### src/rtl/tpu_pkg.sv
// Types shared by the tile loading path: FSM states, the weight/bias tag
// and a ceiling-divide helper used to size each tile row in memory words.
package tpu_pkg;

    typedef enum logic [1:0] {
        IDLE  = 2'd0,
        FETCH = 2'd1,
        HOLD  = 2'd2
    } state_e;

    typedef enum logic {
        KIND_WEIGHT = 1'b0,
        KIND_BIAS   = 1'b1
    } kind_e;

    function automatic int ceil_div(input int num, input int den);
        return (num + den - 1) / den;
    endfunction

endpackage

### src/rtl/tile_word_unpacker.sv
// Splits one memory word into its packed elements and flags which of them
// fall inside the valid column range of the tile row being fetched.
module tile_word_unpacker #(
    parameter int DATA_WIDTH = 8,
    parameter int WORD_WIDTH = 32,
    parameter int DIM_WIDTH  = 4,
    localparam int EPW       = WORD_WIDTH / DATA_WIDTH
) (
    input  logic [WORD_WIDTH-1:0]            word_i,
    input  logic [DIM_WIDTH-1:0]             word_idx_i,
    input  logic [DIM_WIDTH-1:0]             cols_i,
    output logic [EPW-1:0][DATA_WIDTH-1:0]   elem_o,
    output logic [EPW-1:0]                   we_o
);

    assign elem_o = word_i;

    // Element k of word w lands in column w*EPW+k; columns at or past cols stay zero.
    always_comb begin
        we_o = '0;
        for (int k = 0; k < EPW; k++) begin
            we_o[k] = (int'(word_idx_i) * EPW + k) < int'(cols_i);
        end
    end

endmodule

### src/rtl/layer_tile_loader.sv
// Fetches a rows x cols tile from word-addressed memory into a zero-padded
// HEIGHT x WIDTH buffer; define LAYER_TILE_TRANSPOSE_EN for transposed stores.
module layer_tile_loader
    import tpu_pkg::*;
#(
    parameter int HEIGHT     = 8,
    parameter int WIDTH      = 8,
    parameter int DATA_WIDTH = 8,
    parameter int WORD_WIDTH = 32,
    parameter int ADDR_WIDTH = 8,
    parameter int DIM_WIDTH  = 4
) (
    input  logic                                         clk,
    input  logic                                         nrst,
    input  logic                                         start_iv,
    input  logic                                         kind_id,
    input  logic [ADDR_WIDTH-1:0]                        base_addr_id,
    input  logic [DIM_WIDTH-1:0]                         rows_id,
    input  logic [DIM_WIDTH-1:0]                         cols_id,
    input  logic                                         transpose_id,
    output logic [ADDR_WIDTH-1:0]                        mem_addr_od,
    output logic                                         mem_rd_o,
    input  logic [WORD_WIDTH-1:0]                        mem_data_id,
    output logic                                         busy_o,
    output logic                                         err_o,
    output logic                                         tile_ov,
    input  logic                                         tile_ready_i,
    output logic [HEIGHT-1:0][WIDTH-1:0][DATA_WIDTH-1:0] tile_od,
    output logic                                         kind_od
);

    localparam int EPW = WORD_WIDTH / DATA_WIDTH;

    state_e                                       state_q, state_d;
    kind_e                                        kind_q, kind_d;
    logic [ADDR_WIDTH-1:0]                        fetch_addr_q, fetch_addr_d;
    logic [ADDR_WIDTH-1:0]                        last_addr_q, last_addr_d;
    logic [DIM_WIDTH-1:0]                         rows_q, rows_d, cols_q, cols_d;
    logic [DIM_WIDTH-1:0]                         wpr_q, wpr_d;
    logic [DIM_WIDTH-1:0]                         row_q, row_d, word_q, word_d;
    logic                                         transpose_q, transpose_d;
    logic                                         err_q, err_d;
    logic [HEIGHT-1:0][WIDTH-1:0][DATA_WIDTH-1:0] tile_q, tile_d;

    logic [EPW-1:0][DATA_WIDTH-1:0]               elem;
    logic [EPW-1:0]                               elem_we;
    logic                                         tr_req;
    logic                                         start_bad;
    int                                           row_idx;
    int                                           col_base;

    tile_word_unpacker #(
        .DATA_WIDTH (DATA_WIDTH),
        .WORD_WIDTH (WORD_WIDTH),
        .DIM_WIDTH  (DIM_WIDTH)
    ) u_unpacker (
        .word_i     (mem_data_id),
        .word_idx_i (word_q),
        .cols_i     (cols_q),
        .elem_o     (elem),
        .we_o       (elem_we)
    );

`ifdef LAYER_TILE_TRANSPOSE_EN
    assign tr_req = transpose_id;
`else
    logic unused_transpose;
    assign unused_transpose = transpose_id;
    assign tr_req           = 1'b0;
`endif

    // A transposed tile swaps which buffer dimension limits rows and cols.
    assign start_bad = (rows_id == '0) || (cols_id == '0) ||
                       (tr_req ? ((cols_id > DIM_WIDTH'(HEIGHT)) || (rows_id > DIM_WIDTH'(WIDTH)))
                               : ((rows_id > DIM_WIDTH'(HEIGHT)) || (cols_id > DIM_WIDTH'(WIDTH))));

    assign row_idx  = int'(row_q);
    assign col_base = int'(word_q) * EPW;

    always_comb begin
        state_d      = state_q;
        kind_d       = kind_q;
        fetch_addr_d = fetch_addr_q;
        last_addr_d  = last_addr_q;
        rows_d       = rows_q;
        cols_d       = cols_q;
        wpr_d        = wpr_q;
        row_d        = row_q;
        word_d       = word_q;
        transpose_d  = transpose_q;
        err_d        = 1'b0;
        tile_d       = tile_q;

        case (state_q)
            IDLE: begin
                if (start_iv) begin
                    if (start_bad) begin
                        err_d = 1'b1;
                    end else begin
                        kind_d       = kind_e'(kind_id);
                        rows_d       = rows_id;
                        cols_d       = cols_id;
                        wpr_d        = DIM_WIDTH'(ceil_div(int'(cols_id), EPW));
                        transpose_d  = tr_req;
                        fetch_addr_d = base_addr_id;
                        row_d        = '0;
                        word_d       = '0;
                        tile_d       = '0;
                        state_d      = FETCH;
                    end
                end
            end

            FETCH: begin
                // Reads are strictly sequential, so the address is just a wrapping increment.
                last_addr_d  = fetch_addr_q;
                fetch_addr_d = fetch_addr_q + ADDR_WIDTH'(1);
                for (int i = 0; i < HEIGHT; i++) begin
                    for (int j = 0; j < WIDTH; j++) begin
                        for (int k = 0; k < EPW; k++) begin
                            if (elem_we[k]) begin
                                if (transpose_q ? ((j == row_idx) && (i == col_base + k))
                                                : ((i == row_idx) && (j == col_base + k))) begin
                                    tile_d[i][j] = elem[k];
                                end
                            end
                        end
                    end
                end
                if (word_q == wpr_q - DIM_WIDTH'(1)) begin
                    word_d = '0;
                    if (row_q == rows_q - DIM_WIDTH'(1)) begin
                        state_d = HOLD;
                    end else begin
                        row_d = row_q + DIM_WIDTH'(1);
                    end
                end else begin
                    word_d = word_q + DIM_WIDTH'(1);
                end
            end

            HOLD: begin
                if (tile_ready_i) begin
                    state_d = IDLE;
                end
            end

            default: state_d = IDLE;
        endcase
    end

    always_ff @(posedge clk) begin
        if (!nrst) begin
            state_q      <= IDLE;
            kind_q       <= KIND_WEIGHT;
            fetch_addr_q <= '0;
            last_addr_q  <= '0;
            rows_q       <= '0;
            cols_q       <= '0;
            wpr_q        <= '0;
            row_q        <= '0;
            word_q       <= '0;
            transpose_q  <= 1'b0;
            err_q        <= 1'b0;
            tile_q       <= '0;
        end else begin
            state_q      <= state_d;
            kind_q       <= kind_d;
            fetch_addr_q <= fetch_addr_d;
            last_addr_q  <= last_addr_d;
            rows_q       <= rows_d;
            cols_q       <= cols_d;
            wpr_q        <= wpr_d;
            row_q        <= row_d;
            word_q       <= word_d;
            transpose_q  <= transpose_d;
            err_q        <= err_d;
            tile_q       <= tile_d;
        end
    end

    assign mem_rd_o    = (state_q == FETCH);
    assign mem_addr_od = mem_rd_o ? fetch_addr_q : last_addr_q;
    assign busy_o      = (state_q != IDLE);
    assign tile_ov     = (state_q == HOLD);
    assign err_o       = err_q;
    assign tile_od     = tile_q;
    assign kind_od     = kind_q;

endmodule

### config.mk
export PLATFORM = sky130hd
export DESIGN_NAME = layer_tile_loader
export DESIGN_NICKNAME = d
export VERILOG_FILES = /design/src/rtl/tpu_pkg.sv /design/src/rtl/tile_word_unpacker.sv /design/src/rtl/layer_tile_loader.sv
export SDC_FILE = /design/constraint.sdc
export NUM_CORES = 1
export LEC_CHECK = 0
export BUFFER_PORTS_ARGS = -buffer_cell sky130_fd_sc_hd__buf_2
export CAP_MARGIN = 20
export CORE_AREA = 2 2 226 228
export DETAILED_ROUTE_END_ITERATION = 8
export DIE_AREA = 0 0 228 230
export GPL_TIMING_DRIVEN = 0
export PLACE_DENSITY_LB_ADDON = 0.12
export SKIP_LAST_GASP = 1
export SYNTH_ARGS = -nofsm -noshare
export SYNTH_HDL_FRONTEND = slang
export SYNTH_SLANG_ARGS = --single-unit
export TNS_END_PERCENT = 30
### constraint.sdc
create_clock -name clk -period 2.6 [get_ports clk]
set_input_delay 0.65 -clock clk [delete_from_list [all_inputs] [get_ports clk]]
set_output_delay 0.65 -clock clk [all_outputs]
set_load 0.005 [all_outputs]
== Word level (Yosys, flattened, before mapping) ==
Cells that the tools add are included.

* Muxes and demuxes: 437
* Reductions and logical operators: 227
* Bitwise operators: 2
* Order comparisons: 6
* Add/subtract/negate cells: 11
* Eq/ne operators: 39

{| class="wikitable"
|+ Operators with widths
! cell !! count
|-
| $mux W8 || 419
|-
| $mux W512 || 2
|-
| $pmux W512 S2 || 1
|-
| $eq A4 B32 Y1 const A || 12
|-
| $logic_and A1 B1 Y1 || 208
|-
| $eq A3 B32 Y1 const A || 6
|-
| $logic_not A32 Y1 || 5
|-
| $eq A2 B32 Y1 const A || 3
|-
| $lt A32 B5 Y1 || 3
|-
| $mux W4 || 5
|-
| $eq A4 B4 Y1 const A || 4
|-
| $pmux W4 S2 || 2
|-
| $pmux W8 S2 || 1
|-
| $add A6 B2 Y7 const B || 2
|-
| $mux W2 || 5
|-
| $reduce_and A5 Y1 || 2
|-
| $reduce_and A3 Y1 || 3
|-
| $add A4 B1 Y4 const B || 2
|-
| $add A8 B1 Y8 const B || 1
|-
| $eq A2 B4 Y1 const A || 2
|-
| $eq A3 B4 Y1 const A || 2
|-
| $eq A4 B4 Y1 || 2
|-
| $gt A4 B4 Y1 const B || 2
|-
| $logic_not A4 Y1 || 2
|-
| other kinds (18) || 26
|}

* Output and inout bits: 525
* Register bits: 552

== Longest topological paths before layout ==
Gate-level depths: netlist of run 1.

* Depth in word-level cells: 11
* Depth in mapped cells: 9
* Mapped depth without buffers: 7

== Cells and area by module ==
A second synthesis of run 1 with hierarchy kept.

* Cell total of the unflattened synthesis: 2085
* Area total of the unflattened synthesis: 21324.2 um^2

{| class="wikitable"
|+ Modules (own cells, without submodules)
! module !! cells an instance !! instances !! area an instance (um^2)
|-
| layer_tile_loader || 2038 || 1 || 20978.9
|-
| tile_word_unpacker || 47 || 1 || 345.3
|}

== Worst setup path after synthesis of run 1 ==
OpenSTA, ideal clock, no wires.

* Path kind: input -> register
* Start: in cols_id[1]
* End: reg tile_q (netlist bit tile_od[399])
* Stages on the path: 8
* Data arrival time: 2.344 ns
* Setup slack: 0.122 ns
* Required time: 2.466 ns
* Setup time: 0.134 ns
* Cell sequence: or4_1 -> and4_1 -> buf_2 -> a22oi_4 -> buf_4 -> buf_8 -> nor2_4 -> mux2i_1

* Longest elaborated chain between the ends: 5

{| class="wikitable"
|+ Ends and longest elaborated chain
! item !! line !! source
|-
| start: declaration || layer_tile_loader.sv:19 || <nowiki>input logic [DIM_WIDTH-1:0] cols_id,</nowiki>
|-
| $gt A4 B4 Y1 / $logic_not A4 Y1 (equally long branches) || layer_tile_loader.sv:75, layer_tile_loader.sv:73 ||
|-
| $logic_or A1 B1 Y1 (on tied branches) || layer_tile_loader.sv:75, layer_tile_loader.sv:73 ||
|-
| $logic_or A1 B1 Y1 (*) || layer_tile_loader.sv:73 || <nowiki>assign start_bad = (rows_id == '0) || (cols_id == '0) ||</nowiki>
|-
| $ne A2 B2 Y1 (no source line) (*) || n/a ||
|-
| $reduce_and A3 Y1 (no source line) (*) || n/a ||
|-
| end signal: assignment || layer_tile_loader.sv:178 || <nowiki>tile_q <= tile_d;</nowiki>
|-
| end: declaration || layer_tile_loader.sv:43 || <nowiki>logic [HEIGHT-1:0][WIDTH-1:0][DATA_WIDTH-1:0] tile_q, tile_d;</nowiki>
|}

Every way passes the cells marked *; elsewhere a longest branch is shown, timed or not.
A chain may end at the register's enable or synchronous reset.

== Worst setup path in the final report of run 1 ==
* Start: reg word_q[1]
* End: reg tile_q (netlist bit tile_od[241])

* Longest elaborated chain between the ends: 10

{| class="wikitable"
|+ Ends and longest elaborated chain
! item !! line !! source
|-
| start: declaration || layer_tile_loader.sv:40 || <nowiki>logic [DIM_WIDTH-1:0] row_q, row_d, word_q, word_d;</nowiki>
|-
| start signal: assignment || layer_tile_loader.sv:175 || <nowiki>word_q <= word_d;</nowiki>
|-
| branches (longest 8 deep; another with $lt A32 B5 Y1) || n/a ||
|-
| $mux W8 (*) || layer_tile_loader.sv:121 || <nowiki>if (elem_we[k]) begin</nowiki>
|-
| $pmux W512 S2 (*) || layer_tile_loader.sv:94 || <nowiki>case (state_q)</nowiki>
|}

Mark *: on every way between the ends.

==> results of run 1 <==
-- power by group --
part	switching, mW	internal, mW
Sequential	0.129	8.67
Clock	3.44	4.70
Combinational	1.48	0.874
-- cell usage in the layout (no fill, tap or decap), types with 3 or more instances in the layout --
cell type / instances
a21oi_1: 29
a21oi_2: 9
a21oi_4: 7
a31oi_1: 18
a31oi_2: 3
and3_1: 5
buf_2: 587
buf_4: 29
bufinv_16: 4
clkbuf_1: 109
clkbuf_16: 59
clkbuf_2: 5
clkbuf_4: 3
clkbuf_8: 12
clkinv_2: 8
dfxtp_1: 549
ha_1: 13
inv_1: 12
inv_6: 5
mux2i_1: 513
nand2_1: 589
nand2_2: 8
nand3_1: 7
nand4_1: 4
nor2_1: 14
nor2_2: 21
nor2_4: 12
nor2b_1: 4
nor3_1: 8
o21ai_0: 11
o31ai_1: 3
or3_1: 18
xnor2_1: 5
xor2_1: 3
-- worst max-delay path by stage --
stage	slack (ns)	startpoint	end
after floorplan	0.12	cols_id[1]	tile_od[399]$_SDFFE_PN0P_
after global placement	-1.50	nrst	tile_od[11]$_SDFFE_PN0P_
after detailed placement	-1.51	nrst	tile_od[203]$_SDFFE_PN0P_
after CTS	-0.08	word_q[0]$_SDFFE_PN0P_	tile_od[338]$_SDFFE_PN0P_
after global routing	-0.14	state_q[1]$_SDFFE_PN0P_	tile_od[65]$_SDFFE_PN0P_
final	-0.08	word_q[1]$_SDFFE_PN0P_	tile_od[241]$_SDFFE_PN0P_
-- area by class of cell --
class | instances | area share, %
clock inverters | 17 | 0.809
plain buffers | 135 | 2.50
multi-input cells | 1342 | 34.5
clock buffers | 79 | 6.05
well taps | 672 | 3.16
inverters | 14 | 0.216
flip-flops and latches | 551 | 41.5
repair buffers | 592 | 11.3
-- worst min-delay path, stage by stage --
cell     delay [ns]
buf_2          0.11
nand2_1        0.05
a21oi_1        0.05
-- through the flow --
stage / setup TNS (ns) / worst slack [ns] / area [µm²]
final: -0.833 / -0.0783 / 26600
after detailed placement: -535.81 / -1.51 / 24500
after global routing: -5.17 / -0.142 / 26600
after floorplan: 0 / 0.122 / 20700
after global placement: -542.44 / -1.50 / 24500
after CTS: -1.33 / -0.0790 / 26500
-- repair_timing --
item	CTS	global route
setup endpoints to repair	463	309
hold buffers	0	0
gates cloned	1	0
hold endpoints to repair	0	0
buffers inserted	5	0
resized for setup	38	13
pin swaps	1	0
-- flip-flops by register name, summed over array words and instances, names as in the netlist --
signal        flops
row_q             4
rows_q            4
word_q            4
err_o             1
last_addr_q       8
cols_q            4
state_q           2
fetch_addr_q      8
wpr_q             3
kind_od           1
tile_od         512
-- layer usage --
| metal | share of wire [%] | wire, µm |
|---|---|---|
| met1 | 40 | 30700 |
| met2 | 49 | 38000 |
| met3 | 7.6 | 5810 |
| met4 | 3.0 | 2300 |
| met5 | 0.031 | 24 |
-- cell families after synthesis --
kind of cell | after synthesis | synth area share (%)
simple gates | 708 | 14.4
flops | 551 | 53.2
mux | 513 | 24.8
buf+inv | 149 | 3.10
compound gates | 99 | 3.26
fa+ha+maj | 13 | 0.785
xor+xnor | 9 | 0.447
==> summary.txt, run 1 <==
Status
  – Status: complete, but fails checks
  – Failing checks: negative setup slack

STA
  – Setup slack after layout: -0.0783 ns
  – RSZ-0062 raised after global routing: yes
  – Peak Freq: 373 MHz
  – Fin Hold WS: around 0.28 ns
  – Fin crit share: 103%
  – Clk_skew: roughly 0.021 ns
  – Min cycle time layout: between 2 and 3 ns
  – Final Max Slew Viols: 0
  – Slew HR: roughly a third
  – Fin. Hold Viols: 0
  – Actual slew at the worst max-slew pin: between 1 and 1.5 ns
  – Setup violation total in the final timing report: 21

Placement
  – # placed instances: 3299
  – GPL Wtd Cong: ~0.87
  – Post-DP HPWL: 58100 µm
  – I/O Buffers: 576

Cells and area
  – Final core occ: a little over half
  – ANT cells: 0
  – Reg area: ~11000 µm²
  – Final #Nets: ~2800
  – Share of layout cells above drive strength 1: between 20 and 30%
  – P&R area growth vs syn: 28.3%
  – Finished Layout Cells: ~3400
  – Fillcell total: roughly 4700
  – Multi-input gate area: between 9000 and 10000 µm²

Drt
  – DR iter-0 viols: ~930
  – DRC violations left: 0
  – Vias per std cell: just over 5
  – First-pass iteration count of the detailed router: 5
  – DRT Wirelength: 76800 µm
  – Via count: approximately 17000
  – Detailed-route wire length per cell: between 20 and 25 µm
  – Antenna-violating nets left: 0

Flow run
  – Max Cap Viol: 0

Global route
  – Gr busiest metal: met2
  – Number of global-route vias before repair: 17112
  – Largest net degree at the start of global routing: 16
  – Total track usage: approximately 28%
  – Met3 usage: just over 8%
  – First-pass GRT wire length: ~110000 µm
  – Initial antenna violation count: 3
  – GR Layer Usage met2: between 50% and 60%
  – Met1 Resource Use GR: between 30% and 40%
  – GRT overflow: 0

Synth
  – Synthesized Nets: ~2100
  – Top-count cell post-synth: nand2_1
  – Post-synth top cells: 597 x nand2_1, 551 x dfxtp_1, 513 x mux2i_1
  – Synth top area share: 53.2%
  – Post-synth top area cell: dfxtp_1
  – Mean area per synthesized cell: between 10 and 15 µm²
  – Synth top area cells: dfxtp_1 53%, mux2i_1 25%, nand2_1 11%
  – Synth Register Bits: 551
  – Yosys warns: 0
  – Post-synth cell types: 54
  – Syn Inst Count: 2042
  – Synth Flop Type: dfxtp_1
  – Asr flop ratio synth: 0%
  – Cell area after synthesis: 20700 µm²
  – Post-synthesis sequential area ratio: a little over half
  – Post-synth EDFFs: 0

Setup path
  – Maximum fanout along the worst path: 8
  – CP most frequent cell: buf_4
  – Worst r2r src: word_q[1]$_SDFFE_PN0P_
  – WP depth: 8
  – Reg2Reg Capture Point: tile_od[241]$_SDFFE_PN0P_
  – Slowest cell on the critical path: a31oi_1
  – CP endpoint kind: register
  – WS Path Type: register to register
  – Crit-path cells: inv_1 > ha_1 > clkbuf_2 > a31oi_1 > buf_4 > or3_1 > buf_4 > mux2i_1
  – Top delay family on crit path: compound AO/OA/AOI/OAI gates
  – Flop2flop setup slack: -0.08 ns
  – Max stage delay on crit path: ~0.84 ns
  – Worst path required time: ~3.1 ns
  – Worst setup SP type: register
  – FF-to-FF path depth: 8
  – Crit path buffers/inverters: 4
  – Crit path DAT: around 3.2 ns

Pwr
  – Pwr dens: ~730 nW/µm²
  – Worst VDD drop: about 0.48 mV
  – Pwr Total: between 15 and 20 mW
  – LEAKAGE: between 10 and 15 nW

Clock network
  – Worst-path clk slew: ~0.060 ns
  – TritonCTS clock tree: built
  – Clk_lat worst skew: 0.62 ns
  – Htree depth: 2
  – Total clock sinks: about 550
  – Root Buffer: clkbuf_16
  – Max Root-Sink Buffers: 3
  – TritonCTS Buffers: between 50 and 60

Worst hold path
  – Hold Startpoint: kind_id
  – Hold Path Class: primary input to register
  – Hold Crit Depth: 3
  – Hold Path Sink: kind_od$_SDFFE_PN0P_

Die
  – Io pins: about 580
  – Die width: approximately 230 µm
  – Die Y: ~230 µm
  – Core area: roughly 50000 µm²
  – Die ar.: approximately 52000 µm²
  – Starting Density: slightly above 40%
  – Row count: 82
(Power assumes the default switching activity.)
==> run 2: changes to the inputs <==
--- a/config.mk
+++ b/config.mk
@@ -7,9 +7,9 @@
 export LEC_CHECK = 0
 export BUFFER_PORTS_ARGS = -buffer_cell sky130_fd_sc_hd__buf_2
 export CAP_MARGIN = 20
-export CORE_AREA = 2 2 226 228
+export CORE_AREA = 3 3 227 229
 export DETAILED_ROUTE_END_ITERATION = 8
-export DIE_AREA = 0 0 228 230
+export DIE_AREA = 0 0 230 232
 export GPL_TIMING_DRIVEN = 0
 export PLACE_DENSITY_LB_ADDON = 0.12
 export SKIP_LAST_GASP = 1
==> run 2 against run 1 <==
Compared with the run above:
- the flow still finishes with violations (negative setup slack)
- utilization grew 0.22 points
- design area is 0.41% higher
- sequential power about the same
- sequential cell count unchanged
- worst hold slack improved by 0.0068 ns
- die area is 1.8% higher
- first-iteration DRC count decreased by 23%
- highest routed layer unchanged
- clock skew decreased by 0.0036 ns
- worst setup slack better by 0.042 ns
- register-to-register slack improved by 0.04 ns
- combinational power is 2% lower
==> summary.txt, run 2 (synthesis gave the netlist of run 1 again) <==
Setup path
  – Worst path required time: 3.12 ns
  – WS Path Type: register to register
  – Crit path DAT: approximately 3.2 ns
  – Maximum fanout along the worst path: 9
  – Worst setup SP type: register
  – CP endpoint kind: register

STA
  – Setup tns final: -0.340 ns
  – Actual slew at the worst max-slew pin: between 0.9 and 1 ns
  – Slew HR: 33.9%
  – Clk_skew: around 0.018 ns
  – Fin Hold WS: roughly 0.29 ns
  – Fin crit share: 101%
  – Peak Freq: 379 MHz
  – Final Max Slew Viols: 0
  – Setup slack after layout: -0.0360 ns
  – Setup violation total in the final timing report: 22
  – RSZ-0062 raised after global routing: yes
  – Min cycle time layout: ~2.6 ns
  – Fin. Hold Viols: 0

Cells and area
  – Reg area: around 11000 µm²
  – Fillcell total: 4657
  – Max reg flops: ~510
  – Final #Nets: 2755
  – Final core occ: a little over half
  – Finished Layout Cells: roughly 3400
  – Finished Cell Area: approximately 27000 µm²
  – Multi-input gate area: between 9000 and 10000 µm²
  – P&R area growth vs syn: 28.8%
  – Share of layout cells above drive strength 1: between 20% and 30%
  – Commonest non-fill, non-tap cell in the layout: nand2_1
  – Most frequent cells in the layout: 592 x nand2_1, 588 x buf_2, 549 x dfxtp_1

Die
  – Starting Density: around two fifths
  – Die width: 230 µm
  – Row count: 82
  – Die Y: 232 µm
  – Die ar.: between 50000 and 60000 µm²
  – Io pins: around 580
  – Core area: 49900 µm²

Clock network
  – Total clock sinks: 551
  – Clk_lat worst skew: 0.61 ns
  – Worst-path clk slew: 0.06 ns
  – Root Buffer: clkbuf_16
  – Max Root-Sink Buffers: 3
  – TritonCTS Buffers: between 50 and 60
  – TritonCTS clock tree: built
  – Htree depth: 2

Drt
  – DRC violations left: 0
  – Detailed-route wire length per cell: approximately 23 µm
  – DR iter-0 viols: between 700 and 800
  – DRT Wirelength: around 77000 µm
  – First-pass iteration count of the detailed router: 5
  – Via count: about 17000
  – Antenna-violating nets left: 0
  – Vias per std cell: between 5 and 6

Placement
  – Placed cell area: 24500 µm²
  – Pre-CTS setup slack: -1.96 ns
  – Post-DP HPWL: between 50000 and 60000 µm
  – # placed instances: around 3300
  – I/O Buffers: 576
  – GPL Wtd Cong: around 0.84

Global route
  – Largest net degree at the start of global routing: 15
  – Number of global-route vias before repair: between 15000 and 20000
  – First-pass GRT wire length: between 100000 and 150000 µm
  – Initial antenna violation count: 5
  – GRT overflow: 0
  – Total track usage: ~28%

Pwr
  – LEAKAGE: around 12 nW
  – Pwr dens: about 750 nW/µm²
  – Pwr Total: 19.9 mW
  – Worst VDD drop: approximately 0.6 mV

Status
  – Failing checks: negative setup slack
  – Status: complete, but fails checks

Worst hold path
  – Hold Path Class: primary input to register

Flow run
  – Max Cap Viol: 0
run 2: cell types whose count changed in the layout (fill, tap and decap cells not counted), sizes merged:
cell	delta
inv	-4
diode	+3
clkbuf	-1
clkinvlp	+3
clkinv	+5
buf	-2
bufinv	+5
run 2: per-layer routing:
layer	GRT usage (%)	vias up	wire length, µm	share of wire, %
met5	0	-	28	0.036
met4	10.0	4	2780	3.6
met3	7.36	135	5960	7.7
met2	49.0	550	38200	49
met1	32.1	8382	30400	39
li1	-	8143	-	-
run 2: worst max-delay path, cell delays in order (launching register included):
cell and delay [ns]:
dfxtp_1 0.29, buf_2 0.20, nor4_4 0.55, a31oi_1 0.42, nor2_1 0.80, mux2i_1 0.28
run 2: worst paths after layout:
kind	from	to	slack, ns	cells after the start
min	kind_id	kind_od$_SDFFE_PN0P_	0.29	3
max reg2reg	word_q[2]$_SDFFE_PN0P_	tile_od[154]$_SDFFE_PN0P_	-0.04	5
min reg2reg	tile_od[324]$_SDFFE_PN0P_	tile_od[324]$_SDFFE_PN0P_	0.45	2
max	word_q[2]$_SDFFE_PN0P_	tile_od[154]$_SDFFE_PN0P_	-0.04	5
run 2: final cells by class:
cell class	count	share of cell area, %
Antenna cell	3	0.0281
Buffer	134	2.39
Clock buffer	81	6.29
Clock inverter	26	1.38
Inverter	14	0.211
Multi-Input combinational cell	1342	34.1
Sequential cell	551	41.3
Tap cell	672	3.15
Timing Repair Buffer	588	11.1
run 2: timing repair:
item                                    in CTS  in global routing
endpoints found under the setup margin     509                212
resized for setup                           29                  9
setup buffers                                3                  0
hold buffers                                 0                  0
run 2: report_power, final:
group	switching (mW)	total (mW)	internal, mW
logic	1.46	2.31	0.851
registers	0.130	8.80	8.67
clock network	3.46	8.84	5.38
==> run 3: changes to the inputs <==
--- a/config.mk
+++ b/config.mk
@@ -5,13 +5,15 @@
 export SDC_FILE = /design/constraint.sdc
 export NUM_CORES = 1
 export LEC_CHECK = 0
+export ABC_AREA = 1
 export BUFFER_PORTS_ARGS = -buffer_cell sky130_fd_sc_hd__buf_2
 export CAP_MARGIN = 20
-export CORE_AREA = 3 3 227 229
+export CORE_MARGIN = 3
+export CORE_UTILIZATION = 48
 export DETAILED_ROUTE_END_ITERATION = 8
-export DIE_AREA = 0 0 230 232
 export GPL_TIMING_DRIVEN = 0
 export PLACE_DENSITY_LB_ADDON = 0.12
+export RECOVER_POWER = 50
 export SKIP_LAST_GASP = 1
 export SYNTH_ARGS = -nofsm -noshare
 export SYNTH_HDL_FRONTEND = slang
==> run 3 against run 2 <==
Compared with the run above:
- the flow still finishes with violations (negative setup slack)
- worst hold slack lost 0.012 ns
- critical path depth grew 4
- synthesized cell count grew 57%
- routed wire length grew 26%
- clock power shrank 8.1%
- design area grew 6.8%
- clock skew grew 0.0028 ns
- combinational power grew to 11 times the previous value
- sequential power grew 65%
- critical endpoint is now tile_od[329]$_SDFFE_PN0P_
==> summary.txt, run 3 <==
Status
  – Status: complete, but fails checks
  – Failing checks: negative setup slack

Drt
  – DR WL met3: slightly above 10000 µm
  – DRT Wirelength: just under 100000 µm
  – Wire length on met2: roughly 44000 µm
  – Detailed-route wire length per cell: 21.6 µm
  – DR top layer: met4
  – Antenna-violating nets left: 0
  – First-pass iteration count of the detailed router: 6
  – DR iter-0 viols: about 2700
  – Vias per std cell: roughly 5.5
  – Met1 wire length: around 39000 µm
  – DRC violations left: 0
  – Via count: 24968

Cells and area
  – Share of layout cells above drive strength 1: between 10% and 20%
  – P&R area growth vs syn: 23.0%
  – Finished Cell Area: 28500 µm²
  – Multi-input gate area: around 11000 µm²
  – Max reg flops: 512
  – Commonest non-fill, non-tap cell in the layout: nor2_1
  – Reg area: roughly 11000 µm²
  – Fillcell total: roughly 4700
  – Most frequent cells in the layout: 868 x nor2_1, 681 x nand2_1, 549 x dfxtp_1
  – Final #Nets: between 3000 and 4000

Pwr
  – Pwr dens: approximately 1700 nW/µm²
  – Worst VDD drop: 0.831 mV
  – LEAKAGE: approximately 13 nW

Synth
  – Synth Area in Simple Gates: between 40% and 50%
  – Mux share of post-synthesis cell area: 0%
  – Synthesized Nets: around 3300
  – Post-synth top area cell: dfxtp_1
  – Yosys warns: 0
  – Asr flop ratio synth: 0%
  – Synth Flop Type: dfxtp_1
  – Top-count cell post-synth: nor2_1
  – Post-synth cell types: between 40 and 50
  – Post-synth top cells: 869 x nor2_1, 683 x nand2_1, 551 x dfxtp_1
  – Syn Inst Count: roughly 3200
  – Cell area after synthesis: approximately 23000 µm²
  – Synth top area cells: dfxtp_1 48%, nor2_1 14%, nand2_1 11%
  – Compound-Gate Fraction of Synth Area: roughly 4.5%
  – Largest family of logic cells by synthesized area: simple AND/OR/NAND/NOR gates
  – Synth top area share: a little under half
  – Xor and xnor fraction of the mapped netlist area: less than 1%
  – Post-Synth Adder-Cell Area: less than 1%
  – Synth Register Bits: 551
  – Post-synthesis sequential area ratio: a little under half
  – Mean area per synthesized cell: 7.23 µm²
  – Post-synth EDFFs: 0

STA
  – Peak Freq: ~370 MHz
  – Slew HR: a little over a third
  – Fin crit share: 103%
  – Min cycle time layout: 2.68 ns
  – Setup violation total in the final timing report: 33
  – Fin. Hold Viols: 0
  – Final Max Slew Viols: 0
  – RSZ-0062 raised after global routing: yes
  – Setup slack after layout: -0.0791 ns
  – Clk_skew: around 0.021 ns
  – Fin Hold WS: ~0.28 ns
  – Actual slew at the worst max-slew pin: about 0.95 ns

Placement
  – GPL Wtd Cong: about 0.94
  – Placed cell area: between 20000 and 30000 µm²
  – Post-DP HPWL: between 70000 and 80000 µm
  – I/O Buffers: 576

Global route
  – First-pass GRT wire length: between 100000 and 150000 µm
  – Initial antenna violation count: 1
  – Number of global-route vias before repair: 22642
  – GRT overflow: 0
  – Total track usage: a little over a third
  – Largest net degree at the start of global routing: 20

Die
  – Starting Density: around 49%
  – Row count: just under 80
  – Die width: between 200 and 250 µm
  – Io pins: approximately 580
  – Die ar.: between 50000 and 60000 µm²
  – Die Y: between 200 and 250 µm
  – Core area: 47100 µm²

Setup path
  – CP endpoint kind: register
  – Crit path DAT: roughly 3.2 ns
  – WS Path Type: register to register
  – Worst r2r src: word_q[0]$_SDFFE_PN0P_
  – Crit. Startpoint: word_q[0]$_SDFFE_PN0P_
  – Maximum fanout along the worst path: 10
  – Worst path required time: about 3.1 ns
  – Worst setup SP type: register

Clock network
  – Htree depth: 2
  – TritonCTS Buffers: 56
  – Max Root-Sink Buffers: 3
  – Clk_lat worst skew: slightly above 0.6 ns
  – Total clock sinks: between 500 and 600
  – Root Buffer: clkbuf_16
  – TritonCTS clock tree: built
  – Worst-path clk slew: roughly 0.060 ns

Worst hold path
  – Hold Path Class: primary input to register
  – Hold Startpoint: kind_id

Flow run
  – Max Cap Viol: 0
run 3: cell count changes in the layout (fill, tap and decap cells not counted), moves of 18 or more:
cell / change
or3_1: -18
mux2i_1: -513
inv_1: +71
nand3_1: +260
nor2_1: +852
clkbuf_1: +302
buf_1: +49
a21oi_1: +95
nand2_1: +89
buf_2: -258
nand4_1: +217
run 3: metal layers:
metal	vias up	GRT usage, %
li1	11668	-
met1	11740	47.6
met2	1321	58.1
met3	239	9.10
met4	0	15.9
met5	-	0
run 3: worst paths after layout:
kind,endpoint,slack (ns),cells past startpoint
setup / recovery,tile_od[329]$_SDFFE_PN0P_,-0.08,9
hold / removal,kind_od$_SDFFE_PN0P_,0.28,3
setup reg to reg,tile_od[329]$_SDFFE_PN0P_,-0.08,9
hold reg to reg,tile_od[424]$_SDFFE_PN0P_,0.46,2
run 3: area by class of cell:
cell class,instances,share of cell area [%]
sequential,551,38.7
multi-input combinational,2332,37.9
timing repair buffer,596,9.31
clock buffer,86,5.83
buffer,222,3.70
tap,607,2.66
inverter,101,1.37
clock inverter,20,0.552
antenna,1,0.00877
run 3: cell families (layout without fill, tap and decap cells):
kind of cell,after synthesis,in the layout
xor+xnor,4,4
compound gates,180,180
fa+ha+maj,13,13
other cells,0,1
simple gates,2135,2135
flops,551,551
buf+inv,327,1025
run 3: critical path, stage by stage, from the launching register on:
cell and delay, ns:
dfxtp_1 0.40, inv_1 0.18, ha_1 0.18, nand3_2 0.22
inv_2 0.25, a21oi_4 0.15, inv_1 0.24, clkbuf_1 0.64
nand3_1 0.15, a21oi_1 0.17
run 3: timing repair:
item / 4_1_cts / 5_1_grt
setup buffers: 12 / 8
hold buffers: 0 / 0
hold endpoints to repair: 0 / 0
resized for setup: 29 / 29
setup endpoints to repair: 113 / 310
pin swaps: 3 / 2
run 3: power breakdown:
part           switching (mW)  total [mW]  internal (mW)
Sequential               2.40        14.5           12.1
Clock                    3.51        8.12           4.60
Combinational            18.0        26.1           8.11
Total                    23.9        48.7           24.8
run 3: through the flow:
step / setup TNS [ns] / worst slack [ns] / utilization [%] / cells / total power, mW
after detailed placement: -61.82 / -0.470 / 56.9 / 4393 / 40.0
after global routing: -10.70 / -0.193 / 60.5 / 4516 / 51.9
after floorplan: 0 / 0.377 / - / 3210 / 29.8
after CTS: -1.63 / -0.122 / 61.1 / 4509 / 48.4
after global placement: -55.16 / -0.433 / 56.9 / 4393 / 39.7
final: -1.15 / -0.0791 / 60.5 / 4516 / 48.7
